$ cat config.mk
export PLATFORM = sky130hd
export DESIGN_NAME = rle_run_analyzer
export DESIGN_NICKNAME = d
export VERILOG_FILES = /design/src/rtl/rle_pkg.sv /design/src/rtl/rle_best_tracker.sv /design/src/rtl/rle_run_analyzer.sv
export SDC_FILE = /design/constraint.sdc
export NUM_CORES = 1
export LEC_CHECK = 0
export ABC_CLOCK_PERIOD_IN_PS = 6600
export BUFFER_PORTS_ARGS = -buffer_cell sky130_fd_sc_hd__buf_2
export CAP_MARGIN = 25
export CELL_PAD_IN_SITES_DETAIL_PLACEMENT = 0
export CELL_PAD_IN_SITES_GLOBAL_PLACEMENT = 2
export CORE_ASPECT_RATIO = 0.6
export CORE_MARGIN = 4
export CORE_UTILIZATION = 31
export CTS_BUF_LIST = sky130_fd_sc_hd__clkbuf_4
export DETAILED_ROUTE_END_ITERATION = 8
export PLACE_DENSITY_LB_ADDON = 0.1
export SLEW_MARGIN = 20
export SYNTH_ARGS = -nofsm -noshare
export SYNTH_HDL_FRONTEND = slang
export SYNTH_SLANG_ARGS = --single-unit
$ cat constraint.sdc
create_clock -name CLK -period 6.6 [get_ports CLK]
set_input_delay 1.98 -clock CLK [delete_from_list [all_inputs] [get_ports CLK]]
set_output_delay 1.98 -clock CLK [all_outputs]
set_load 0.03 [all_outputs]
$ cat src/rtl/rle_pkg.sv
// rle_pkg: widths, run/best records and analyzer FSM states shared by the
// run-length analyzer and its best-run tracker.
package rle_pkg;

    localparam int X_W   = 11;
    localparam int LEN_W = 10;
    localparam int ROW_W = 10;

    typedef struct packed {
        logic [X_W-1:0]   start;
        logic [LEN_W-1:0] len;
    } run_t;

    typedef struct packed {
        logic [ROW_W-1:0] row;
        run_t             run;
    } best_t;

    typedef enum logic [1:0] {
        ST_ACCUM     = 2'd0,
        ST_LINE_OUT  = 2'd1,
        ST_FRAME_OUT = 2'd2
    } state_t;

    // Centre of a run: start plus half its length (rounded down).
    function automatic logic [X_W-1:0] run_center(input run_t r);
        return r.start + X_W'(r.len >> 1);
    endfunction

endpackage

$ cat src/rtl/rle_best_tracker.sv
// rle_best_tracker: holds the longest run seen so far. A candidate replaces
// the held value only when strictly longer, so the earliest of equal runs
// is kept. merged_o is the value including this cycle's candidate, so a
// consumer can capture the final result in the same cycle it clears.
module rle_best_tracker
    import rle_pkg::*;
(
    input  logic  clk_i,
    input  logic  rst_i,
    input  logic  clr_i,
    input  logic  upd_i,
    input  best_t cand_i,
    output best_t merged_o
);

    best_t best_q;
    best_t best_d;

    // Strictly-greater merge of the candidate, then optional clear.
    always_comb begin
        merged_o = best_q;
        if (upd_i && (cand_i.run.len > best_q.run.len)) begin
            merged_o = cand_i;
        end
        best_d = clr_i ? '0 : merged_o;
    end

    // Best-run register.
    always_ff @(posedge clk_i) begin
        if (rst_i) begin
            best_q <= '0;
        end else begin
            best_q <= best_d;
        end
    end

endmodule

$ cat src/rtl/rle_run_analyzer.sv
// rle_run_analyzer: consumes one RLE run per cycle, reports the longest
// foreground run of every line and (optionally) the widest line of a frame.
// Optional frame-best feature: define RLE_ANALYZER_FRAME_EN.
module rle_run_analyzer
    import rle_pkg::*;
#(
    parameter logic [X_W-1:0]   IMAGE_W = 11'd640,
    parameter logic [ROW_W-1:0] IMAGE_H = 10'd480,
    parameter logic [LEN_W-1:0] MIN_RUN = 10'd4
) (
    input  logic             CLK,
    input  logic             RESET,
    input  logic             run_valid,
    input  logic             run_value,
    input  logic [LEN_W-1:0] run_len,
    input  logic             line_end,
    input  logic             frame_end,
    output logic             line_valid,
    output logic [X_W-1:0]   line_start,
    output logic [LEN_W-1:0] line_len,
    output logic [X_W-1:0]   line_center,
    output logic             frame_valid,
    output logic [ROW_W-1:0] frame_row,
    output logic [X_W-1:0]   frame_start,
    output logic [LEN_W-1:0] frame_len,
    output logic             geom_err
);

    state_t           state_q, state_d;
    logic             both_q, both_d;
    logic [X_W-1:0]   x_q, x_d;
    logic [ROW_W-1:0] row_q, row_d;
    logic             geom_err_q, geom_err_d;
    run_t             line_q, line_d;

    logic             line_done;
    logic             frame_done;
    logic             overflow;
    logic             row_full;
    logic             cand_ok;
    logic [X_W:0]     x_sum;
    logic [X_W-1:0]   x_room;
    logic [LEN_W-1:0] len_eff;
    best_t            line_cand;
    best_t            line_merged;

    // Run geometry: clamp at the right image edge and qualify candidates.
    always_comb begin
        line_done  = run_valid & line_end;
        frame_done = frame_end;
        x_sum      = {1'b0, x_q} + {{(X_W + 1 - LEN_W){1'b0}}, run_len};
        x_room     = IMAGE_W - x_q;
        overflow   = run_valid && (x_sum > {1'b0, IMAGE_W});
        len_eff    = '0;
        if (run_valid) begin
            len_eff = overflow ? LEN_W'(x_room) : run_len;
        end
        cand_ok   = run_valid && run_value && (len_eff >= MIN_RUN);
        line_cand = '{row: row_q, run: '{start: x_q, len: len_eff}};
        row_full  = (row_q == IMAGE_H - ROW_W'(1));
    end

    // Position, row, sticky error and line result next-state.
    always_comb begin
        x_d        = x_q;
        row_d      = row_q;
        line_d     = line_q;
        geom_err_d = geom_err_q | overflow | (line_done & row_full);
        if (run_valid) begin
            x_d = x_q + X_W'(len_eff);
        end
        if (line_done) begin
            x_d    = '0;
            line_d = line_merged.run;
            if (!row_full) begin
                row_d = row_q + ROW_W'(1);
            end
        end
        // A frame boundary wins over everything, even a coincident line end.
        if (frame_done) begin
            x_d        = '0;
            row_d      = '0;
            geom_err_d = 1'b0;
        end
    end

    // Datapath registers.
    always_ff @(posedge CLK) begin
        if (RESET) begin
            x_q        <= '0;
            row_q      <= '0;
            geom_err_q <= 1'b0;
            line_q     <= '0;
        end else begin
            x_q        <= x_d;
            row_q      <= row_d;
            geom_err_q <= geom_err_d;
            line_q     <= line_d;
        end
    end

    // Line best: cleared at every line or frame boundary.
    rle_best_tracker u_line_best (
        .clk_i    (CLK),
        .rst_i    (RESET),
        .clr_i    (line_done | frame_done),
        .upd_i    (cand_ok),
        .cand_i   (line_cand),
        .merged_o (line_merged)
    );

    // FSM state register; both_q marks a line end coinciding with frame end.
    always_ff @(posedge CLK) begin
        if (RESET) begin
            state_q <= ST_ACCUM;
            both_q  <= 1'b0;
        end else begin
            state_q <= state_d;
            both_q  <= both_d;
        end
    end

    // FSM next state: frame output has priority over line output.
    always_comb begin
        state_d = ST_ACCUM;
        if (frame_done) begin
            state_d = ST_FRAME_OUT;
        end else if (line_done) begin
            state_d = ST_LINE_OUT;
        end
        both_d = frame_done & line_done;
    end

    // FSM outputs: one-cycle valid pulses.
    always_comb begin
        line_valid = (state_q == ST_LINE_OUT) | both_q;
`ifdef RLE_ANALYZER_FRAME_EN
        frame_valid = (state_q == ST_FRAME_OUT);
`else
        frame_valid = 1'b0;
`endif
    end

    assign line_start  = line_q.start;
    assign line_len    = line_q.len;
    assign line_center = run_center(line_q);
    assign geom_err    = geom_err_q;

`ifdef RLE_ANALYZER_FRAME_EN
    best_t frame_merged;
    best_t frame_q, frame_d;

    // Frame best: each finished line competes with the row it ended on.
    rle_best_tracker u_frame_best (
        .clk_i    (CLK),
        .rst_i    (RESET),
        .clr_i    (frame_done),
        .upd_i    (line_done),
        .cand_i   (line_merged),
        .merged_o (frame_merged)
    );

    // Frame result capture, held until the next frame end.
    always_comb begin
        frame_d = frame_done ? frame_merged : frame_q;
    end

    // Frame result register.
    always_ff @(posedge CLK) begin
        if (RESET) begin
            frame_q <= '0;
        end else begin
            frame_q <= frame_d;
        end
    end

    assign frame_row   = frame_q.row;
    assign frame_start = frame_q.run.start;
    assign frame_len   = frame_q.run.len;
`else
    // Row tag of the line best is only consumed by the frame tracker.
    logic unused_line_row;
    assign unused_line_row = ^line_merged.row;

    assign frame_row   = '0;
    assign frame_start = '0;
    assign frame_len   = '0;
`endif

endmodule

Yosys cells after proc, flatten, opt, wreduce, memory -nomap -nowiden
Cells that the tools add are included.
{"block": "totals", "out_inout_bits": 66, "elab_cells": 41, "reg_bits": 67, "input_bits": 16}
{"block": "classes", "muxes": 5, "bitwise": 8, "eq_ne": 2, "n_reduce_logical": 8, "n_addsub": 5, "order_cmp": 3}
{"operator": "21-bit two-way mux", "count": 1}
{"operator": "10-bit two-way mux", "count": 2}
{"operator": "11-bit by 10-bit adder with 12-bit output", "count": 1}
{"operator": "12-bit by 10-bit greater-than comparator with 1-bit output (second input constant)", "count": 1}
{"operator": "11-bit by 10-bit adder with 11-bit output", "count": 1}
{"operator": "11-bit by 9-bit adder with 11-bit output", "count": 1}
{"operator": "10-bit by 1-bit adder with 10-bit output (second input constant)", "count": 1}
{"operator": "10-bit by 9-bit == test with 1-bit output (second input constant)", "count": 1}
{"operator": "10-bit by 3-bit greater-or-equal comparator with 1-bit output (second input constant)", "count": 1}
{"operator": "10-bit greater-than comparator", "count": 1}
{"operator": "10-bit subtractor (first input constant)", "count": 1}
{"operator": "1-bit logical AND", "count": 4}
{"operator": "1-bit bitwise OR", "count": 4}
{"operator": "2-bit OR reduction", "count": 2}
{"operator": "1-bit AND", "count": 3}
{"operator": "3-bit OR reduction", "count": 1}
{"operator": "2-bit by 1-bit == test with 1-bit output (second input constant)", "count": 1}
{"operator": "2-bit two-way mux", "count": 1}
{"operator": "2-bit AND reduction", "count": 1}
{"operator": "1-bit two-way mux", "count": 1}
{"operator": "1-bit inverter", "count": 1}

Logic depth before layout (Yosys ltp)
Gate-level depths: netlist of the first run.
{"block": "depth", "word_depth": 9, "mapped_depth": 24, "ltp_nobuf": 22}

By module
Synthesis of the first run repeated with hierarchy kept, for this count alone.
{"block": "unflattened", "hier_cells": 699, "hier_area_um2": 5515.3}
{"mod": "rle_run_analyzer", "cells_each": 476, "instances": 1, "area_per_inst_um2": 3648.5, "seq_area_each_um2": 920.9}
{"mod": "rle_best_tracker", "cells_each": 223, "instances": 1, "area_per_inst_um2": 1866.8, "seq_area_each_um2": 620.6}

Worst setup path before layout of the first run
No wires, ideal clock.
{"block": "synth_path", "kind": "input to register", "from": "input port run_len[0]", "to": "register line_q, in the netlist line_len[7]", "n_path_buf": 2, "stages": 22, "arrival_time_ns": 6.449, "setup_time_ns": 0.079, "slack_ns": 0.071, "t_required_ns": 6.521, "path_cell_list": "ha_1 -> fa_1 -> a211o_1 -> a211o_1 -> a21o_1 -> a211oi_2 -> a211oi_1 -> or2_1 -> buf_6 -> mux2_2 -> and2_1 -> ha_1 -> nand4_1 -> or2_2 -> nor2_1 -> nor2_1 -> o211ai_1 -> o2111ai_1 -> a211o_1 -> buf_2 -> mux2_4 -> a211oi_2"}
{"block": "synth_via", "elab_chain_len": 9, "word_cells_on_any_way": 10, "cone_classes": "1 x add/sub; 3 x order compare; 3 x mux; 3 x reduce/logical"}
{"element": "from (decl)", "line": "rle_run_analyzer.sv:15", "rtl": "input logic [LEN_W-1:0] run_len,"}
{"element": "11-bit by 10-bit adder with 12-bit output", "line": "rle_run_analyzer.sv:51", "rtl": "x_sum = {1'b0, x_q} + {{(X_W + 1 - LEN_W){1'b0}}, run_len};"}
{"element": "12-bit by 10-bit greater-than comparator with 1-bit output", "line": "rle_run_analyzer.sv:53", "rtl": "overflow = run_valid && (x_sum > {1'b0, IMAGE_W});"}
{"element": "1-bit logical AND", "line": "rle_run_analyzer.sv:53"}
{"element": "10-bit two-way mux (*)", "line": "rle_run_analyzer.sv:56", "rtl": "len_eff = overflow ? LEN_W'(x_room) : run_len;"}
{"element": "10-bit two-way mux (*)", "line": "rle_run_analyzer.sv:55", "rtl": "if (run_valid) begin"}
{"element": "10-bit by 3-bit greater-or-equal comparator with 1-bit output", "line": "rle_run_analyzer.sv:58", "rtl": "cand_ok = run_valid && run_value && (len_eff >= MIN_RUN);"}
{"element": "1-bit logical AND", "line": "rle_run_analyzer.sv:58"}
{"element": "1-bit logical AND", "line": "rle_best_tracker.sv:22", "rtl": "if (upd_i && (cand_i.run.len > best_q.run.len)) begin"}
{"element": "21-bit two-way mux (*)", "line": "rle_best_tracker.sv:22"}
{"element": "to (signal assigned)", "line": "rle_run_analyzer.sv:98", "rtl": "line_q <= line_d;"}
{"element": "to (decl)", "line": "rle_run_analyzer.sv:34", "rtl": "run_t line_q, line_d;"}
Every way passes the cells marked *; elsewhere a longest branch is shown, timed or not.
A chain may end at the register's enable or synchronous reset.

Worst setup path after layout of the first run
{"block": "layout_path", "from": "input port run_len[0]", "to": "register line_q, in the netlist line_len[1]"}
Same word-level chain as after synthesis.

==> results of run 1 <==
worst paths after layout:
check                                      startpoint                     to  slack, ns  cells past startpoint
worst max register to register                 x_q[1]            line_len[1]       1.32                     23
worst min-delay path            u_line_best.best_q[6]  u_line_best.best_q[6]       0.47                      2
worst min register to register  u_line_best.best_q[6]  u_line_best.best_q[6]       0.47                      2
worst max-delay path                       run_len[0]            line_len[1]       0.16                     23
registers in the layout, indices dropped and copies added, names as in the netlist:
name,count
both_q,1
line_len,10
x_q,11
geom_err,1
line_start,11
row_q,10
state_q,2
u_line_best.best_q,21
final cells by class:
| type | count | area share (%) |
|---|---|---|
| clock buffer | 9 | 1.155 |
| inverter | 36 | 2.352 |
| sequential | 67 | 22.92 |
| multi-input combinational | 440 | 54.09 |
| timing repair buffer | 121 | 14.24 |
| clock inverter | 7 | 1.005 |
| tap | 198 | 4.233 |
through the flow:
step,setup TNS (ns),std cells,utilization (%)
global placement,-17.30,852,37.12
CTS,0,868,38.03
floorplan,0,598,-
global route,-0.3000,878,39.99
finish,0,878,39.99
detailed placement,-20.88,852,37.12
kinds of logic (layout without fill, tap and decap cells):
| family | count (synthesis) | after routing |
|---|---|---|
| mux | 29 | 29 |
| buf+inv | 91 | 173 |
| compound gates | 115 | 115 |
| flops | 67 | 67 |
| fa+ha+maj | 44 | 44 |
| simple gates | 189 | 189 |
| other cells | 1 | 32 |
| xor+xnor | 31 | 31 |
synthesized netlist by cell type, types with 5 or more instances:
| cell | count | share of area, % |
|---|---|---|
| nor4_1 | 11 | 1.5 |
| or2_2 | 5 | 0.67 |
| and4_1 | 5 | 0.93 |
| clkbuf_1 | 18 | 1.4 |
| a211o_1 | 6 | 1.1 |
| inv_1 | 36 | 2.9 |
| xnor2_1 | 21 | 3.9 |
| buf_4 | 33 | 5.3 |
| mux2i_1 | 20 | 4.3 |
| nor3_1 | 14 | 1.5 |
| nand3_1 | 9 | 0.96 |
| nand2_1 | 23 | 1.8 |
| a21oi_1 | 28 | 3.0 |
| o21ai_0 | 14 | 1.5 |
| ha_1 | 41 | 11 |
| mux2_2 | 8 | 1.9 |
| nor2_1 | 88 | 7.0 |
| nor2b_1 | 5 | 0.67 |
| a21o_1 | 10 | 1.6 |
| dfxtp_1 | 67 | 29 |
| and2_1 | 8 | 1.1 |
| a211oi_1 | 20 | 3.2 |
| xor2_1 | 10 | 1.9 |
layer usage:
| metal | vias up | GRT usage (%) |
|---|---|---|
| met5 | - | 0 |
| met4 | 0 | 2.451 |
| met3 | 5 | 4.216 |
| met2 | 94 | 22.59 |
| met1 | 1911 | 22.47 |
| li1 | 2147 | - |
critical path: stages:
cell	delay, ns
buf_8	0.10
ha_4	0.16
fa_2	0.41
a211o_1	0.37
a211o_1	0.35
a21o_1	0.19
a211oi_2	0.20
a211oi_2	0.08
or2_4	0.30
mux2_4	0.34
inv_4	0.07
nor2_4	0.04
ha_4	0.29
nand4_1	0.14
or2_4	0.27
nor2_2	0.08
nor2_1	0.05
o211ai_1	0.11
o2111ai_1	0.15
a211o_2	0.44
buf_6	0.19
and4_1	0.20
nor4_1	0.27
power by group through the flow:
| stage | combinational [W] | sequential (W) | clock (W) |
|---|---|---|---|
| 6_report | 0.000333 | 0.000427 | 0.000262 |
| 5_1_grt | 0.000367 | 0.000430 | 0.000291 |
| 4_1_cts | 0.000301 | 0.000428 | 0.000274 |
| 3_5_place_dp | 0.000298 | 0.000437 | 0 |
| 3_3_place_gp | 0.000297 | 0.000437 | 0 |
| 2_1_floorplan | 0.000202 | 0.000448 | 0 |
what timing repair did:
action | in CTS | in global routing
setup endpoints to repair | 30 | 42
gates cloned | 0 | 1
gates resized for setup | 3 | 41
buffers inserted | 0 | 9
pin swaps | 2 | 23
hold buffers | 0 | 0
==> out/qor.csv, run 1 <==
stage,metric,value,unit
pwr,Reg power frac,41.8,%
floorplanning,Core Region,14630,sq um
global_route,first-pass GRT wire length,20.86,mm
final_layout,Inserted Diodes,0,
synthesis,top_reg_cell synth,dfxtp_1,
final_layout,"most common cell after layout, fill and taps aside",nor2_1,
critical_path,startpoint types,input pin,
synthesis,Netlist cell types,56,
placed_design,post-detail-place hpwl,10.31,mm
drt,initial DRC count,166,
global_route,largest net degree at the start of global routing,33,
pwr,Pleak,2.685,nW
drt,routed vias/inst,4.735,
floorplanning,die footprint,17220,sq um
pwr,Net Sw Frac,34.67,%
synthesis,Synthesis Warnings,0,
critical_path,critical setup path kind,input pin to register,
final_layout,Fillers,1537,
synthesis,number of synthesized register bits,67,
drt,metal2 WL,5.328,mm
pwr,logic gate share of total power,32.6,%
status,status,completed,
floorplanning,row cnt,34,
synthesis,Post-Synth Adder-Cell Area,12.23,%
clocking,Sink Count,67,
sta,hold_ws,0.4670,ns
sta,Slew Limit Headroom,47.79,%
sta,unrepaired setup endpoints after global routing,true,
drt,vias post-DR,4157,
clocking,Clock Latency Late Sink,0.41,ns
critical_path,Critical Path RT,6.91,ns
placed_design,I/O Buffers,49,
final_layout,Final Cell Area,5852,sq um
sta,Final period util,97.63,%
final_layout,area of the multi-input gates,3166,sq um
clocking,clock transition at the registers of the reported paths,0.12,ns
min_path,HP Class,register to register,
pwr,Power Total,0.001023,W
synthesis,asr flop ratio synth,0,%
synthesis,number of synthesized flops with an enable pin,0,
clocking,clk buf depth,2,
drt,average routed wire per standard cell,15.09,um
placed_design,GP Congestion,0.7968,
critical_path,Critical Path AT,6.76,ns
synthesis,Compound-Gate Fraction of Synth Area,17.27,%
synthesis,syn_area_per_cell,8.266,sq um
final_layout,Seq. cell area,1341,sq um
final_layout,"commonest non-fill, non-tap cells in the layout","nor2_1 (83), buf_4 (68), dfxtp_1 (67)",
global_route,Tot GR Track Use,15.23,%
global_route,initial antenna violation count,0,
critical_path,CP max FO,15,
job,maxcap violations,0,
final_layout,final-stage net count,735,
drt,Routed WL,13.25,mm
pwr,clock share of power,25.6,%
sta,fmax,155.2,MHz
synthesis,Netlist Area Pre-Place,4687,sq um
critical_path,Setup crit end kind,register,
placed_design,placed cell area,5433,sq um
floorplanning,die height,103.2,um
floorplanning,Initial Utilization,32.03,%
clocking,htree depth,3,
sta,final slew viol count,0,
sta,Setup Viol. Count Final,0,
floorplanning,# IOs,82,
sta,Final Hold Violating Endpoints,0,
clocking,root buffer cell,clkbuf_4,
synthesis,sequential area share after synthesis,28.62,%
pwr,Power Dens Cells,174.8,nW/um^2
synthesis,Post-Syn Instances,567,
synthesis,mux share of post-synthesis cell area,6.514,%
drt,Highest Signal Layer,met4,
global_route,vias in the first global route,4007,
drt,DRC,0,
clocking,cts bufs inserted,9,
pwr,peak supply drop,0.00009755,V
drt,First-pass DRT Iterations,4,
sta,final setup margin,0.1562,ns
sta,Tmin final,6.444,ns
final_layout,layout cell share with drive strength beyond 1,26.62,%
pwr,Net Switching,0.0003546,W
pwr,Pint,0.0006682,W
synthesis,largest family of logic cells by synthesized area,simple AND/OR/NAND/NOR gates,
synthesis,post-synthesis simple-gate area fraction,19.33,%
clocking,CTS tree,built,
floorplanning,Die Span X,166.7,um
drt,met3 wire length,764,um
sta,worst slew pin tran,0.7832,ns
placed_design,"worst slack, placed",-0.6540,ns
sta,clk_skew,0.01565,ns
final_layout,Synth-to-Final Area Change,24.85,%
synthesis,xor and xnor area share after synthesis,5.793,%
drt,Routed met1 length,7.112,mm
global_route,Overflow after GRT,0,
drt,Final ANT Viol Nets,0,
(Power assumes the default switching activity.)
==> run 2: changes to the inputs <==
ABC_AREA = 1   (was default)
CORE_UTILIZATION = 29   (was 31)
==> run 2 against run 1 <==
Synthesized area rose by 4.5%. Critical path depth rose by 4. Synthesized cell count rose by 26%. Fmax rose by 8.3%. Sequential share of layout area rose by 1.8 points. Combinational power fell by 5%. Total power rose by 7.1%. Via count rose by 6.3%. Setup slack improved by 0.49 ns. Sequential power rose by 1%. Final area fell by 7.3%. Critical path type unchanged.
==> out/qor.csv, run 2 <==
stage,metric,value,unit,change
sta,Final Hold Violating Endpoints,0,,unchanged
sta,worst slew pin tran,0.5687,ns,-0.2145 ns
synthesis,Compound-Gate Fraction of Synth Area,11.44,%,-5.8 points
clocking,CTS tree,built,,
critical_path,"Buf+Inv Stages, Crit Path",1,,-2
final_layout,Synth-to-Final Area Change,10.73,%,
placed_design,I/O Buffers,49,,unchanged
global_route,Overflow after GRT,0,,unchanged
global_route,largest net degree at the start of global routing,40,,+21%
synthesis,Netlist Area Pre-Place,4900,sq um,+4.5%
drt,Final ANT Viol Nets,0,,unchanged
drt,First-pass DRT Iterations,5,,+1
synthesis,"area leader, netlist",dfxtp_1,,
synthesis,Post-Synth Adder-Cell Area,11.70,%,-0.53 points
clocking,cts bufs inserted,9,,unchanged
global_route,Tot GR Track Use,15.42,%,+0.18 points
synthesis,post-synth top area share,27.37,%,-1.2 points
global_route,initial antenna violation count,0,,unchanged
synthesis,xor and xnor area share after synthesis,4.290,%,-1.5 points
clocking,Post-CTS Setup Inserts,0,,unchanged
placed_design,GP Congestion,0.8396,,+5.4%
final_layout,Fillers,1807,,+18%
sta,Slew Limit Headroom,61.95,%,+14 points
min_path,HP Class,register to register,,
clocking,clock transition at the registers of the reported paths,0.11,ns,about the same
synthesis,syn_area_per_cell,6.834,sq um,-17%
sta,final slew viol count,0,,unchanged
synthesis,largest family of logic cells by synthesized area,simple AND/OR/NAND/NOR gates,,
final_layout,layout cell share with drive strength beyond 1,13.97,%,-13 points
sta,Setup Viol. Count Final,0,,unchanged
min_path,Hold Path Cell Cnt,2,,unchanged
critical_path,critical setup path kind,input pin to register,,
drt,Routed WL,14.15,mm,+6.8%
placed_design,"worst slack, placed",0.2565,ns,+0.9104 ns
clocking,Hold Buf Count CTS,0,,unchanged
clocking,Clock Latency Late Sink,0.43,ns,+0.02 ns
critical_path,CP max FO,12,,-3
drt,DRC,0,,unchanged
synthesis,cell with the most instances after synthesis,inv_1,,
floorplanning,Die Span X,175.8,um,+5.4%
critical_path,worst-case reg-to-reg path depth,26,,+13%
global_route,first-pass GRT wire length,22.99,mm,+10%
critical_path,CP top delay family,simple AND/OR/NAND/NOR gates,,
pwr,Pleak,2.781,nW,+3.6%
status,status,completed,,
synthesis,number of synthesized flops with an enable pin,0,,unchanged
final_layout,Reg with most FFs,u_line_best.best_q,,
synthesis,asr flop ratio synth,0,%,unchanged
drt,average routed wire per standard cell,14.23,um,-5.7%
drt,initial DRC count,252,,+52%
sta,Tmin final,5.950,ns,-0.4938 ns
final_layout,"most common cell after layout, fill and taps aside",inv_1,,
sta,clk_skew,0.02544,ns,+0.009793 ns
clocking,# resized after CTS,0,,-3
floorplanning,Core Region,16400,sq um,+12%
critical_path,Worst path slowest cell,fa_1,,
placed_design,Placed Cells,979,,+15%
floorplanning,Initial Utilization,29.88,%,-2.1 points
final_layout,Inserted Diodes,0,,unchanged
floorplanning,die height,108.7,um,+5.3%
clocking,root buffer cell,clkbuf_4,,
global_route,vias in the first global route,3962,,-1.1%
floorplanning,die footprint,19110,sq um,+11%
floorplanning,row cnt,36,,+5.9%
critical_path,max incr delay on CP,0.42,ns,-0.02 ns
synthesis,Area contributors post-synth,"dfxtp_1 (27%), ha_1 (10%), inv_1 (9.0%)",,
synthesis,top_reg_cell synth,dfxtp_1,,
critical_path,startpoint types,input pin,,
drt,vias post-DR,4418,,+6.3%
clocking,clk buf depth,2,,unchanged
synthesis,Commonest cells post-synth,"inv_1 (117), nand2_1 (105), nor2_1 (76)",,
critical_path,CP most frequent cell,nand2_1,,
final_layout,non-filler instance count after layout,994,,+13%
final_layout,final-stage net count,822,,+12%
final_layout,"commonest non-fill, non-tap cells in the layout","inv_1 (117), nand2_1 (105), nor2_1 (76)",,
synthesis,post-synthesis simple-gate area fraction,28.91,%,+9.6 points
pwr,Power Dens Cells,202.0,nW/um^2,+16%
sta,final setup margin,0.6501,ns,+0.4938 ns
placed_design,post-detail-place hpwl,11.61,mm,+13%
final_layout,number of flip-flops in the largest register,21,,unchanged
pwr,peak supply drop,0.0001110,V,+14%
sta,Setup TNS,0,ns,unchanged
floorplanning,# IOs,82,,unchanged
clocking,htree depth,3,,unchanged
synthesis,Synthesis Warnings,0,,unchanged
clocking,Sink Count,67,,unchanged
synthesis,sequential area share after synthesis,27.37,%,-1.2 points
critical_path,Critical Path RT,6.94,ns,+0.03 ns
sta,fmax,168.1,MHz,+8.3%
sta,unrepaired setup endpoints after global routing,false,,
critical_path,Critical Path AT,6.29,ns,-0.47 ns
synthesis,number of synthesized register bits,67,,unchanged
synthesis,mux share of post-synthesis cell area,0,%,-6.5 points
synthesis,Post-Syn Instances,717,,+26%
critical_path,Crit path depth,27,,+17%
sta,Final period util,90.15,%,-7.5 points
synthesis,Netlist cell types,38,,-32%
job,maxcap violations,0,,unchanged
critical_path,Setup crit end kind,register,,
drt,routed vias/inst,4.445,,-6.1%
-- run 2: cell count changes after synthesis, moves of 9 or more --
cell and change:
nand2_1 +82, a21o_1 -9, nor2_1 -12, nor4_1 -10, mux2i_1 -20, inv_1 +81, a21oi_1 +33, nand3_1 +58
xnor2_1 -14, a211oi_1 -18, o21ai_0 +12, nand2_2 +25
-- run 2: layer usage --
layer,vias up,track usage (%),share of wire (%),wire (um)
li1,2330,-,-,-
met1,2001,26.40,60,8500
met2,82,19.17,35,4998
met3,5,3.015,4.2,595
met4,0,2.169,0.37,53
met5,-,0,0,0
-- run 2: worst reg2reg max path, stage by stage, from the launching register on --
cell,delay (ns)
dfxtp_1,0.49
ha_1,0.26
fa_1,0.41
or2_2,0.30
nor2_1,0.12
nand3_1,0.08
nor2_1,0.14
nand3_1,0.10
nand2_1,0.08
nand2_2,0.06
nand2_4,0.13
nand2_4,0.13
o21a_1,0.25
ha_1,0.23
fa_1,0.41
nand3_1,0.12
a21oi_1,0.10
o21ai_0,0.19
nand2_1,0.13
a21o_1,0.19
a21oi_1,0.21
nor2_1,0.06
o21ai_0,0.15
nand2_1,0.07
nand2_1,0.07
o21ai_0,0.08
a21oi_1,0.15
-- run 2: report_power, final --
| part | switching (W) | internal, W |
|---|---|---|
| clock | 0.000158 | 0.000187 |
| combinational | 0.000223 | 0.0000948 |
| sequential | 0.0000163 | 0.000417 |
| total | 0.000397 | 0.000699 |
-- run 2: final cells by class --
cell class / instances / area (sq um) / share of cell area (%)
multi-input cells: 510 / 2880 / 53.09
clock inverters: 6 / 105.1 / 1.937
clock buffers: 9 / 67.56 / 1.245
well taps: 228 / 285.3 / 5.258
flip-flops and latches: 67 / 1341 / 24.72
inverters: 120 / 450.4 / 8.303
repair buffers: 54 / 295.3 / 5.443
-- run 2: through the flow --
step	cell area [sq um]	hold WS, ns	utilization [%]	power [W]
floorplan	5016	0.4438	-	0.0006967
global placement	5253	0.4533	32.04	0.0007618
detailed placement	5253	0.4555	32.04	0.0007607
CTS	5425	0.4728	33.09	0.001114
global route	5425	0.4890	33.09	0.001174
finish	5425	0.4700	33.09	0.001096
-- run 2: logic make-up after synthesis --
| kind of cell | after synthesis |
|---|---|
| xor+xnor | 24 |
| other cells | 1 |
| compound gates | 103 |
| flops | 67 |
| fa+ha+maj | 44 |
| buf+inv | 171 |
| simple gates | 307 |
-- run 2: final timing paths --
kind              slack (ns)                   start                endpoint
setup / recovery        0.65              run_len[0]                 x_q[10]
hold / removal          0.47  u_line_best.best_q[17]  u_line_best.best_q[17]
setup reg to reg        1.82                  x_q[0]                 x_q[10]
hold reg to reg         0.47  u_line_best.best_q[17]  u_line_best.best_q[17]
